<file path="src/rtl/fetch_realign_buffer.sv">
// Realigns word-aligned fetch responses into whole instructions (16- or 32-bit)
// for the decode stage, tracking the PC and handling halfword-aligned redirects.
module fetch_realign_buffer #(
    parameter int                ADDR_W          = 32,
    parameter logic [ADDR_W-1:0] BOOT_PC         = '0,
    parameter int                MAX_OUTSTANDING = 2
) (
    input  logic              clk,
    input  logic              reset,
    input  logic              flush_i,
    input  logic [ADDR_W-1:0] flush_pc_i,
    output logic              req_valid_o,
    input  logic              req_ready_i,
    output logic [ADDR_W-1:0] req_addr_o,
    input  logic              rsp_valid_i,
    input  logic [31:0]       rsp_data_i,
    output logic              instr_valid_o,
    input  logic              instr_ready_i,
    output logic [31:0]       instr_o,
    output logic [ADDR_W-1:0] pc_o,
    output logic              is_compressed_o
);

    localparam logic [2:0] MAX_OUT = 3'(MAX_OUTSTANDING);

    logic [15:0]       queue [4];
    logic [1:0]        rd_ptr;
    logic [2:0]        hw_count;
    logic [1:0]        outstanding;
    logic [1:0]        drop_count;
    logic [ADDR_W-1:0] fetch_addr;
    logic [ADDR_W-1:0] head_pc;
    logic              skip_hw;

    logic [15:0] head;
    logic [15:0] next_hw;
    logic        head_compressed;
    logic        avail;
    logic [2:0]  in_flight;
    logic [3:0]  need;
    logic        issue;
    logic        accept;
    logic        drop;
    logic        pop;
    logic [2:0]  push_n;
    logic [2:0]  pop_n;
    logic [1:0]  wr_ptr;

    assign head            = queue[rd_ptr];
    assign next_hw         = queue[rd_ptr + 2'd1];
    assign head_compressed = (head[1:0] != 2'b11);
    assign avail           = head_compressed ? (hw_count >= 3'd1) : (hw_count >= 3'd2);

    assign instr_valid_o   = avail;
    assign instr_o         = !avail ? 32'h0 :
                             head_compressed ? {16'h0, head} : {next_hw, head};
    assign pc_o            = avail ? head_pc : '0;
    assign is_compressed_o = avail & head_compressed;

    // Responses still owed by memory (live or to be discarded) share one credit pool;
    // queue space for a live request is reserved at issue so responses never stall.
    assign in_flight   = {1'b0, outstanding} + {1'b0, drop_count};
    assign need        = 4'(hw_count) + 4'({outstanding, 1'b0}) + 4'd2;
    assign req_valid_o = !reset && !flush_i && (in_flight < MAX_OUT) && (need <= 4'd4);
    assign req_addr_o  = fetch_addr;

    assign issue  = req_valid_o && req_ready_i;
    assign accept = rsp_valid_i && (drop_count == 2'd0);
    assign drop   = rsp_valid_i && (drop_count != 2'd0);
    assign pop    = avail && instr_ready_i;
    assign push_n = !accept ? 3'd0 : (skip_hw ? 3'd1 : 3'd2);
    assign pop_n  = !pop ? 3'd0 : (head_compressed ? 3'd1 : 3'd2);
    assign wr_ptr = rd_ptr + hw_count[1:0];

    always_ff @(posedge clk or posedge reset) begin
        if (reset) begin
            for (int i = 0; i < 4; i++) queue[i] <= 16'h0;
            rd_ptr      <= 2'd0;
            hw_count    <= 3'd0;
            outstanding <= 2'd0;
            drop_count  <= 2'd0;
            fetch_addr  <= BOOT_PC & ~ADDR_W'(3);
            head_pc     <= BOOT_PC & ~ADDR_W'(1);
            skip_hw     <= BOOT_PC[1];
        end else if (flush_i) begin
            // Everything still owed after this cycle belongs to the old path.
            rd_ptr      <= 2'd0;
            hw_count    <= 3'd0;
            outstanding <= 2'd0;
            drop_count  <= 2'(in_flight - 3'(rsp_valid_i));
            fetch_addr  <= flush_pc_i & ~ADDR_W'(3);
            head_pc     <= flush_pc_i & ~ADDR_W'(1);
            skip_hw     <= flush_pc_i[1];
        end else begin
            if (issue) fetch_addr <= fetch_addr + ADDR_W'(4);
            outstanding <= outstanding + 2'(issue) - 2'(accept);
            if (drop) drop_count <= drop_count - 2'd1;
            if (accept) begin
                skip_hw <= 1'b0;
                if (skip_hw) begin
                    queue[wr_ptr] <= rsp_data_i[31:16];
                end else begin
                    queue[wr_ptr]         <= rsp_data_i[15:0];
                    queue[wr_ptr + 2'd1]  <= rsp_data_i[31:16];
                end
            end
            hw_count <= hw_count + push_n - pop_n;
            if (pop) begin
                rd_ptr  <= rd_ptr + pop_n[1:0];
                head_pc <= head_pc + ADDR_W'({pop_n, 1'b0});
            end
        end
    end

endmodule
</file>
<file path="config.mk">
export PLATFORM = sky130hd
export DESIGN_NAME = fetch_realign_buffer
export DESIGN_NICKNAME = d
export VERILOG_FILES = /design/src/rtl/fetch_realign_buffer.sv
export SDC_FILE = /design/constraint.sdc
export NUM_CORES = 1
export LEC_CHECK = 0
export CAP_MARGIN = 30
export CORE_UTILIZATION = 54
export DETAILED_ROUTE_END_ITERATION = 8
export GPL_TIMING_DRIVEN = 0
export PLACE_DENSITY = 0.88
export SLEW_MARGIN = 10
export SYNTH_ARGS = -nofsm -noshare
export SYNTH_HDL_FRONTEND = slang
export SYNTH_SLANG_ARGS = --single-unit
</file>
<file path="constraint.sdc">
create_clock -name clk -period 6 [get_ports clk]
set_clock_uncertainty 0.15 [all_clocks]
set_input_delay 1.5 -clock clk [delete_from_list [all_inputs] [get_ports clk]]
set_output_delay 1.5 -clock clk [all_outputs]
set_load 0.01 [all_outputs]
</file>
=== After elaboration in Yosys (flattened, before gate mapping) ===
Cells that the tools add are included.

* Register bits: 138
* Input port bits: 70
* Output and inout port bits: 99
* Word-level logic and storage cells: 95

* Add/sub/neg operators: 15
* Magnitude comparators: 10
* Equal/unequal tests: 1
* Multiplexer cells: 34
* Bitwise gates (word level): 6
* Reductions and logical operators: 18

{| class="wikitable"
|+ Operators by type and width
! kind !! count
|-
| 32-bit 2-to-1 mux || 7
|-
| 64-bit bitwise mux || 3
|-
| 16-bit 2-to-1 mux || 6
|-
| 16-bit binary-select mux with 2-bit select || 2
|-
| 16-bit demux with 2-bit select || 2
|-
| 64-bit 2-to-1 mux || 1
|-
| 32-bit by 3-bit adder with 32-bit output || 1
|-
| 32-bit by 3-bit adder with 32-bit output, second input constant || 1
|-
| 2-bit 2-to-1 mux || 9
|-
| 3-bit greater-or-equal comparator, second input constant || 4
|-
| 2-bit inverter with 3-bit output || 4
|-
| 2-bit nonzero test || 5
|-
| 1-bit logical AND || 9
|-
| 3-bit by 1-bit < comparator with 1-bit output, second input constant || 2
|-
| 2-bit by 1-bit adder with 2-bit output, second input constant || 2
|-
| 2-bit adder || 2
|-
| 3-bit by 3-bit adder with 4-bit output || 1
|-
| 4-bit by 2-bit adder with 4-bit output, second input constant || 1
|-
| 4-bit by 3-bit <= comparator with 1-bit output, second input constant || 1
|-
| 2-bit by 1-bit subtractor with 2-bit output || 2
|-
| 2-bit by 2-bit adder with 3-bit output || 1
|-
| 3-bit by 2-bit adder with 3-bit output || 1
|-
| 3-bit by 1-bit greater-or-equal comparator with 1-bit output, second input constant || 1
|-
| 3-bit by 2-bit greater-or-equal comparator with 1-bit output, second input constant || 1
|-
| 12 further kinds || 15
|}

=== Longest topological paths before layout ===
Gate-level depths: netlist (run 1).

* Depth after elaboration: 11
* Gate-level depth with buffers: 14
* Gate-level depth less buffers: 13

=== Worst setup path before layout (run 1) ===
Ideal clock, no wire load.

* Path type: input-to-reg
* Start point: in instr_ready_i
* End point: reg head_pc[25]
* Library setup time: 0.082 ns
* Data arrival time: 4.027 ns
* Data required time: 5.768 ns
* Path slack: 1.741 ns
* Stages on the path: 13
* Cells stage by stage: nor2b_1 -> buf_1 -> clkbuf_1 -> nor2_1 -> nor2_1 -> ha_1 -> fa_1 -> nand2_1 -> nor2_1 -> o21ai_2 -> buf_6 -> or4_1 -> a31oi_1

* Longest elaborated chain between the ends: 5
* Elaborated cells on any way between the ends: 6
* Those cells by class: add/sub (1); mux (3); reduce/logical (2)

{| class="wikitable"
|+ Ends and longest elaborated chain
! element !! RTL line !! RTL
|-
| from (decl) || 18 || <nowiki>input logic instr_ready_i,</nowiki>
|-
| 1-bit logical AND (*) || 70 || <nowiki>assign pop = avail && instr_ready_i;</nowiki>
|-
| 2-bit 2-to-1 mux || 72 || <nowiki>assign pop_n = !pop ? 3'd0 : (head_compressed ? 3'd1 : 3'd2);</nowiki>
|-
| 32-bit by 3-bit adder with 32-bit output || 110 || <nowiki>head_pc <= head_pc + ADDR_W'({pop_n, 1'b0});</nowiki>
|-
| 32-bit 2-to-1 mux || 108 || <nowiki>if (pop) begin</nowiki>
|-
| 32-bit 2-to-1 mux || 85 || <nowiki>end else if (flush_i) begin</nowiki>
|-
| to (signal assigned) || 83 || <nowiki>head_pc <= BOOT_PC & ~ADDR_W'(1);</nowiki>
|-
| to (signal assigned) || 92 || <nowiki>head_pc <= flush_pc_i & ~ADDR_W'(1);</nowiki>
|-
| to (signal assigned) || 110 ||
|-
| to (decl) || 32 || <nowiki>logic [ADDR_W-1:0] head_pc;</nowiki>
|}

Mark *: on every way between the ends. The rest lies on a longest branch, timed or not. The select of a mux whose other input is x is not followed.
A chain may end at the register's enable or synchronous reset.

=== Worst setup path after layout (run 1) ===
* Start point: in instr_ready_i
* End point: reg head_pc[12]

The elaborated chain is that of the path after synthesis.

==> results of run 1 <==
==> sequential cells by signal (all words and copies together) (netlist names) <==
register,cells
drop_count,2
head_pc,31
hw_count,3
outstanding,2
queue,64
rd_ptr,2
req_addr_o,30
skip_hw,1
==> metal layers <==
| layer | GRT usage (%) | up-vias | share of wire, % |
|---|---|---|---|
| li1 | - | 4149 | - |
| met1 | 46.7 | 4631 | 36 |
| met2 | 57.1 | 887 | 45 |
| met3 | 11.8 | 211 | 13 |
| met4 | 21.9 | 0 | 5.7 |
| met5 | 0 | - | 0 |
==> worst max-delay path by stage <==
stage	to	slack (ns)	cells past startpoint	from
2_1_floorplan	drop_count[0]	0.74	1	reset
5_1_grt	head_pc[12]	0.32	13	instr_ready_i
3_5_place_dp	head_pc[12]	0.34	13	instr_ready_i
3_3_place_gp	queue[20]	-1.28	2	reset
4_1_cts	head_pc[12]	0.73	13	instr_ready_i
6_report	head_pc[12]	0.61	13	instr_ready_i
==> logic make-up (layout without fill, tap and decap cells) <==
family	count (synthesis)	in the layout	synth area share, %
AND/OR/NAND/NOR	385	385	21.0
AO/OA/AOI/OAI	295	295	20.6
flip-flops	135	135	36.9
buffers and inverters	112	311	4.92
multiplexers	49	49	9.91
XOR/XNOR	28	28	2.68
adder cells (fa/ha/maj)	26	26	3.96
other	1	3	0.0410
==> report_power, final <==
| part | total, mW | switching [mW] | internal, mW |
|---|---|---|---|
| combinational | 2.55 | 1.40 | 1.16 |
| clock | 1.13 | 0.423 | 0.703 |
| sequential | 1.40 | 0.247 | 1.16 |
==> critical path: stages <==
cell             delay [ns]
clkdlybuf4s50_1        0.55
nor2b_1                0.14
buf_1                  0.35
clkbuf_1               0.41
nor2_1                 0.19
nor2_1                 0.26
ha_1                   0.25
a21oi_1                0.10
nor3b_1                0.59
o21ai_1                0.36
buf_2                  0.31
or3_1                  0.39
a31oi_1                0.19
==> stage by stage <==
step | area [um2] | std cells | power [mW]
2_1_floorplan | 9160 | 1033 | 2.85
3_3_place_gp | 11100 | 1416 | 3.75
3_5_place_dp | 11100 | 1418 | 3.84
4_1_cts | 11700 | 1449 | 4.99
5_1_grt | 11800 | 1452 | 5.32
6_report | 11800 | 1452 | 5.08
==> placed cells by master, fill, tap and decap left out, drive strengths merged, types with 21 or more instances in the layout <==
master           n
a21oi           57
a22oi           31
a31oi           44
and3            21
buf             21
clkbuf          84
clkdlybuf4s50  163
dfrtp          135
ha              21
inv             31
mux4            32
nand2          120
nand3           26
nor2            72
nor2b           69
o21ai           85
==> synthesized netlist by cell type, drive strengths merged, types with 17 or more instances <==
master  instances  area (um2)
a21oi          57         297
o211ai         18         135
nor2b          69         432
mux4           32         721
nand2         120         450
and3           21         131
dfrtp         135        3380
buf            17        93.8
a31oi          44         275
nand3          26         130
a22oi          31         233
clkbuf         64         240
ha             21         263
xnor2          18         158
nor2           72         270
o21ai          85         429
inv            31         116
==> cell type report <==
class                      count  share of cell area [%]
sequential                   135                    28.7
clock buffer                  19                    3.77
clock inverter                12                    1.51
buffer                        81                    2.84
tap                          220                    2.34
timing repair buffer         168                    14.4
inverter                      31                    1.03
multi-input combinational    786                    45.4
==> reports/qor.txt, run 1 <==
status -> completed
Reg clk slew, reported paths -> 0.06 ns
GRT Total Usage -> 37.4%
Area Growth Syn to Fin -> 28.4%
post-synthesis cell count -> 1031
Hold Path Class -> flip-flop to flip-flop
Pwr Density -> 432 mW/mm2
max cap viols -> 0
reg2reg path depth -> 11
Critical R2R Capture -> queue[33]
Post-CTS Setup Repair Bufs -> 0
number of synthesized flops with an enable pin -> 0
sink of the worst hold path -> queue[29]
RSZ-0062 raised after global routing -> false
critical path fanouts, max -> 10
DR DRC count -> 0
FF+latch count, synth -> 135
fmax -> 186 MHz
setup_tns -> 0 ns
fillers -> 1195
row count -> 47
largest net degree at the start of global routing -> 90
Core Util, Final -> 70.9%
DR vias/cell -> 6.80
die area -> 0.0175 mm2
Final GP Congestion -> 0.959
dominant synthesized flop cell -> dfrtp_1
sequential cell area fraction in the yosys report -> 36.9%
Yosys cell types -> 61
final hold vios -> 0
LEAKAGE -> 4.58 nW
Place WS -> 0.339 ns
final worst slack -> 0.611 ns
first-pass GRT wire length -> 50.7 mm
Post-CTS Hold Buffers -> 0
HPWL after detailed placement -> 22.2 mm
Final Max Tran Viols -> 0
Skew-Pair Late Insertion Delay -> 0.43 ns
top-level I/O count -> 169
Worst Hold Path Cells -> 2
post-CTS sizing -> 0
drt pass-1 iters -> 6
Avg Cell Area, Syn -> 8.88 um2
Critical Path RT -> 6.19 ns
post-layout min period -> 5.39 ns
clock sink total -> 135
flop-to-flop setup slack -> 1.11 ns
CTS tree -> built
setup violators final -> 0
synth warn -> 0
Worst-Margin Slew -> 0.916 ns
DRT Wirelength -> 31.9 mm
grt total ovfl -> 0
antenna cells -> 0
vias -> 9878
peak supply drop -> 0.000318 V
initial DRC count -> 1515
Clock Tree Buf Depth -> 2
register area -> 0.00338 mm2
Worst Path Arrival -> 5.58 ns
reg2reg start -> rd_ptr[1]
vias in the first global route -> 9666
Post-DRT Antenna Nets -> 0
Hold WS -> 0.354 ns
Synth async-reset ratio -> 100%
fin nets -> 1316
Initial Util -> 55.2%
H-tree depth -> 4
drt wl/cell -> 22.0 um
die width -> 132 um
Buffers on Ports -> 163
cts bufs inserted -> 17
Die Y -> 132 um
min-delay src -> queue[29]
layout cells sized above 1 -> 7.63%
WS Path Type -> input pin to flip-flop
CP Launch Type -> input pin
multi-input combinational cell area -> 0.00533 mm2
CP endpoint kind -> flip-flop
synthesized area -> 0.00915 mm2
final worst path period share -> 89.8%
clk root buf -> clkbuf_16
initial antenna violation count -> 0
Placeable Area -> 0.0166 mm2
Slew HR -> 39.0%
Power figures use the tool's default switching activity.
==> inputs of run 2 (changes only) <==
Settings changed: GPL_ROUTABILITY_DRIVEN set to 0.
==> run 2 against run 1 <==
Effect of this change:
- hold slack improved by 0.0017 ns
- first-iteration DRC count shrank 16%
- sequential share of layout area hardly changed
- sequential power about the same
- routed wire length is 0.47% lower
- non-clock buffer count down 1
==> reports/qor.txt, run 2 (same netlist as run 1, synthesis figures left out) <==
Initial Util -> 55.2% (unchanged)
first-pass GRT wire length -> 50.1 mm (-1.2%)
Buffers on Ports -> 163 (unchanged)
post-layout min period -> 5.52 ns (+0.129 ns)
Area Growth Syn to Fin -> 28.2%
DR DRC count -> 0 (unchanged)
HPWL after detailed placement -> 22.1 mm (-0.37%)
Worst Path Arrival -> 5.73 ns (+0.15 ns)
placed insts -> 1418 (unchanged)
antenna cells -> 0 (unchanged)
drt pass-1 iters -> 7 (+1)
most frequent cells in the layout -> clkdlybuf4s50_1, dfrtp_1, nand2_1, o21ai_0, nor2_1
LEAKAGE -> 4.57 nW (-0.23%)
row count -> 47 (unchanged)
GRT Total Usage -> 36.7% (-0.61 points)
DRT Wirelength -> 31.8 mm (-0.47%)
placed instance area -> 0.0111 mm2 (unchanged)
vias -> 9832 (-0.47%)
non-filler cells, final -> 1452 (unchanged)
die width -> 132 um (unchanged)
final worst slack -> 0.481 ns (-0.129 ns)
Worst Hold Path Cells -> 2 (unchanged)
cts bufs inserted -> 17 (unchanged)
fmax -> 181 MHz (-2.3%)
setup violators final -> 0 (unchanged)
max FFs per register -> 64 (unchanged)
fin nets -> 1315 (-0.076%)
WS Path Type -> input pin to flip-flop
Clock Tree Buf Depth -> 2 (unchanged)
Post-DRT Antenna Nets -> 0 (unchanged)
peak supply drop -> 0.000299 V (-6.1%)
Placeable Area -> 0.0166 mm2 (unchanged)
Finished Cell Area -> 0.0117 mm2 (-0.14%)
layout cells sized above 1 -> 7.55% (-0.081 points)
largest net degree at the start of global routing -> 91 (+1.1%)
Hold Path Class -> flip-flop to flip-flop
fillers -> 1188 (-0.59%)
Place WS -> 0.328 ns (-0.0116 ns)
H-tree depth -> 4 (unchanged)
Hold WS -> 0.356 ns (+0.00171 ns)
RSZ-0062 raised after global routing -> false
critical path fanouts, max -> 10 (unchanged)
Post-CTS Setup Repair Bufs -> 0 (unchanged)
Worst-Margin Slew -> 0.942 ns (+0.0269 ns)
vias in the first global route -> 9506 (-1.7%)
CP endpoint kind -> flip-flop
drt wl/cell -> 21.9 um (-0.47%)
commonest non-fill, non-tap cell in the layout -> clkdlybuf4s50_1
DR vias/cell -> 6.77 (-0.47%)
Die Y -> 132 um (unchanged)
grt total ovfl -> 0 (unchanged)
clk root buf -> clkbuf_16
top-level I/O count -> 169 (unchanged)
Largest Register -> queue
post-CTS sizing -> 0 (unchanged)
setup_tns -> 0 ns (unchanged)
Core Util, Final -> 70.8% (-0.098 points)
Reg clk slew, reported paths -> 0.06 ns (about the same)
clock sink total -> 135 (unchanged)
initial DRC count -> 1268 (-16%)
reg2reg path depth -> 13 (+2)
Pwr Density -> 430 mW/mm2 (-0.63%)
max cap viols -> 0 (unchanged)
Post-CTS Hold Buffers -> 0 (unchanged)
Skew-Pair Late Insertion Delay -> 0.44 ns (about the same)
Slew HR -> 37.2% (-1.8 points)
multi-input combinational cell area -> 0.00533 mm2 (unchanged)
Critical Path RT -> 6.21 ns (+0.02 ns)
final hold vios -> 0 (unchanged)
Total Power -> 5.04 mW (-0.77%)
register area -> 0.00338 mm2 (unchanged)
CP Launch Type -> input pin
CTS tree -> built
Final Max Tran Viols -> 0 (unchanged)
status -> completed
final worst path period share -> 92.0% (+2.2 points)
initial antenna violation count -> 0 (unchanged)
die area -> 0.0175 mm2 (unchanged)
## run 2: layer usage
layer | global-route usage [%] | wire length (um)
met3 | 9.00 | 3830
met1 | 46.6 | 11600
met5 | 0 | 0
met4 | 21.4 | 1810
met2 | 57.5 | 14600
## run 2: critical path, stage by stage
cell             delay, ns
clkdlybuf4s50_1       0.54
nor2b_1               0.14
buf_1                 0.38
clkbuf_1              0.47
nor2_1                0.21
nor2_1                0.30
ha_1                  0.25
a21oi_1               0.11
nor3b_1               0.63
o21ai_1               0.33
buf_2                 0.30
or3_1                 0.40
a31oi_1               0.17
## run 2: layout make-up
cell class | count | area share [%]
plain buffers | 81 | 2.85
well taps | 220 | 2.34
clock buffers | 19 | 3.77
clock inverters | 13 | 1.48
repair buffers | 167 | 14.3
flip-flops and latches | 135 | 28.8
multi-input cells | 786 | 45.4
inverters | 31 | 1.03
## run 2: worst paths after layout
check,slack [ns],startpoint,to
worst max-delay path,0.48,instr_ready_i,head_pc[12]
worst min-delay path,0.36,queue[21],queue[21]
worst max register to register,1.18,rd_ptr[0],head_pc[12]
worst min register to register,0.36,queue[21],queue[21]
max in group asynchronous,3.52,reset,queue[52]
min in group asynchronous,1.37,reset,req_addr_o[5]
## run 2: power by group
group          leakage (nW)  switching [mW]  internal, mW
sequential             1.69           0.248          1.16
combinational          2.59            1.38          1.15
clock                 0.290           0.434         0.669
total                  4.57            2.06          2.98
==> inputs of run 3 (changes only) <==
Settings changed: GPL_TIMING_DRIVEN 0 to not set, PLACE_DENSITY 0.88 to 0.82.
==> run 3 against run 2 <==
Effect of this change:
- via count decreased by 10%
- combinational power decreased by 4%
- non-clock buffer count fell by 58
- die area unchanged
- final area is 1.0% lower
- routed wire length fell by 15%
- clock power is essentially flat
- total power is 1.8% lower
- register-to-register slack better by 0.36 ns
- hold slack got worse by 0.0043 ns
- setup slack better by 0.40 ns
- critical path type is now flip-flop to output pin
==> reports/qor.txt, run 3 (same netlist as run 1, synthesis figures left out) <==
final worst path period share -> 85.4% (-6.6 points)
Hold Path Class -> flip-flop to flip-flop
DR DRC count -> 0 (unchanged)
largest net degree at the start of global routing -> 87 (-4.4%)
Clock Tree Buf Depth -> 2 (unchanged)
setup_tns -> 0 ns (unchanged)
top-level I/O count -> 169 (unchanged)
max cap viols -> 0 (unchanged)
Skew-Pair Late Insertion Delay -> 0.42 ns (-0.02 ns)
non-filler cells, final -> 1394 (-4.0%)
multi-input combinational cell area -> 0.00536 mm2 (+0.45%)
DRT Wirelength -> 26.9 mm (-15%)
Buffers on Ports -> 164 (+0.61%)
Pwr Density -> 427 mW/mm2 (-0.74%)
LEAKAGE -> 4.59 nW (+0.46%)
critical path fanouts, max -> 36 (+26)
register area -> 0.00338 mm2 (about the same)
die width -> 132 um (unchanged)
row count -> 47 (unchanged)
Slew HR -> 41.5% (+4.3 points)
die area -> 0.0175 mm2 (unchanged)
first-pass GRT wire length -> 43.6 mm (-13%)
Post-CTS Hold Buffers -> 0 (unchanged)
drt pass-1 iters -> 6 (-1)
Post-CTS Setup Repair Bufs -> 0 (unchanged)
Worst-Margin Slew -> 0.878 ns (-0.0649 ns)
antenna cells -> 0 (unchanged)
WS Path Type -> flip-flop to output pin
DR vias/cell -> 6.33 (-6.5%)
status -> completed
post-CTS sizing -> 0 (unchanged)
Critical Path RT -> 4.35 ns (-1.86 ns)
vias -> 8830 (-10%)
fin nets -> 1257 (-4.4%)
Placeable Area -> 0.0166 mm2 (unchanged)
setup violators final -> 0 (unchanged)
CP Launch Type -> flip-flop
Worst Path Arrival -> 3.47 ns (-2.26 ns)
Area Growth Syn to Fin -> 26.9%
final hold vios -> 0 (unchanged)
most frequent cells in the layout -> clkdlybuf4s50_1, dfrtp_1, nand2_1, o21ai_0, nor2_1
post-layout min period -> 5.12 ns (-0.398 ns)
peak supply drop -> 0.000316 V (+5.7%)
Initial Util -> 55.2% (unchanged)
grt total ovfl -> 0 (unchanged)
fillers -> 1277 (+7.5%)
cts bufs inserted -> 17 (unchanged)
Reg clk slew, reported paths -> 0.06 ns (about the same)
fmax -> 195 MHz (+7.8%)
H-tree depth -> 4 (unchanged)
Post-DRT Antenna Nets -> 0 (unchanged)
drt wl/cell -> 19.3 um (-12%)
initial antenna violation count -> 0 (unchanged)
CTS tree -> built
layout cells sized above 1 -> 9.88% (+2.3 points)
HPWL after detailed placement -> 17.9 mm (-19%)
initial DRC count -> 841 (-34%)
commonest non-fill, non-tap cell in the layout -> clkdlybuf4s50_1
RSZ-0062 raised after global routing -> false
Finished Cell Area -> 0.0116 mm2 (-1.0%)
clk root buf -> clkbuf_16
clock sink total -> 135 (unchanged)
vias in the first global route -> 8549 (-10%)
max FFs per register -> 64 (unchanged)
placed instance area -> 0.0110 mm2 (-1.3%)
placed insts -> 1360 (-4.1%)
Final Max Tran Viols -> 0 (unchanged)
Die Y -> 132 um (unchanged)
Largest Register -> queue
CP endpoint kind -> output pin
flop-to-flop setup slack -> 1.54 ns (+0.36 ns)
GRT Total Usage -> 31.4% (-5.4 points)
## run 3: final timing paths
kind                                start        endpoint  cells past startpoint
worst min-delay path            queue[30]       queue[30]                      2
worst min register to register  queue[30]       queue[30]                      2
max in group asynchronous           reset         skip_hw                      4
min in group asynchronous           reset  outstanding[0]                      2
worst max register to register  rd_ptr[1]     head_pc[30]                     12
worst max-delay path            rd_ptr[1]        pc_o[12]                      6
## run 3: through the flow
stage	setup slack [ns]	util [%]	total power, mW	hold slack, ns
6_report	0.879	70.0	4.95	0.351
3_5_place_dp	0.725	66.1	3.79	0.339
3_3_place_gp	0.802	65.9	3.70	0.325
4_1_cts	0.905	69.8	4.92	0.352
5_1_grt	0.697	70.0	5.24	0.383
2_1_floorplan	0.739	-	2.85	0.311
## run 3: report_power, final
part           switching (mW)  internal (mW)
Clock                   0.411          0.702
Combinational            1.27           1.16
Sequential              0.252           1.16
## run 3: layout make-up
cell class,instances,share of cell area (%)
Clock inverter,14,1.56
Sequential cell,135,29.1
Clock buffer,18,3.78
Timing Repair Buffer,190,16.0
Inverter,31,1.02
Tap cell,220,2.37
Multi-Input combinational cell,786,46.1
## run 3: layer usage
layer	vias up	wire length [um]	track usage, %
met5	-	0	0
met4	0	1120	15.7
met3	95	2120	6.50
met2	472	12700	49.9
met1	4223	10900	40.9
li1	4040	-	-
## run 3: worst max-delay path, cell delays in order, from the launching register on
cell and delay, ns:
dfrtp_1 0.84, mux4_2 0.43, nand2_1 0.15, a21boi_4 0.52
buf_4 0.47, nor2_1 0.14, clkdlybuf4s50_1 0.50
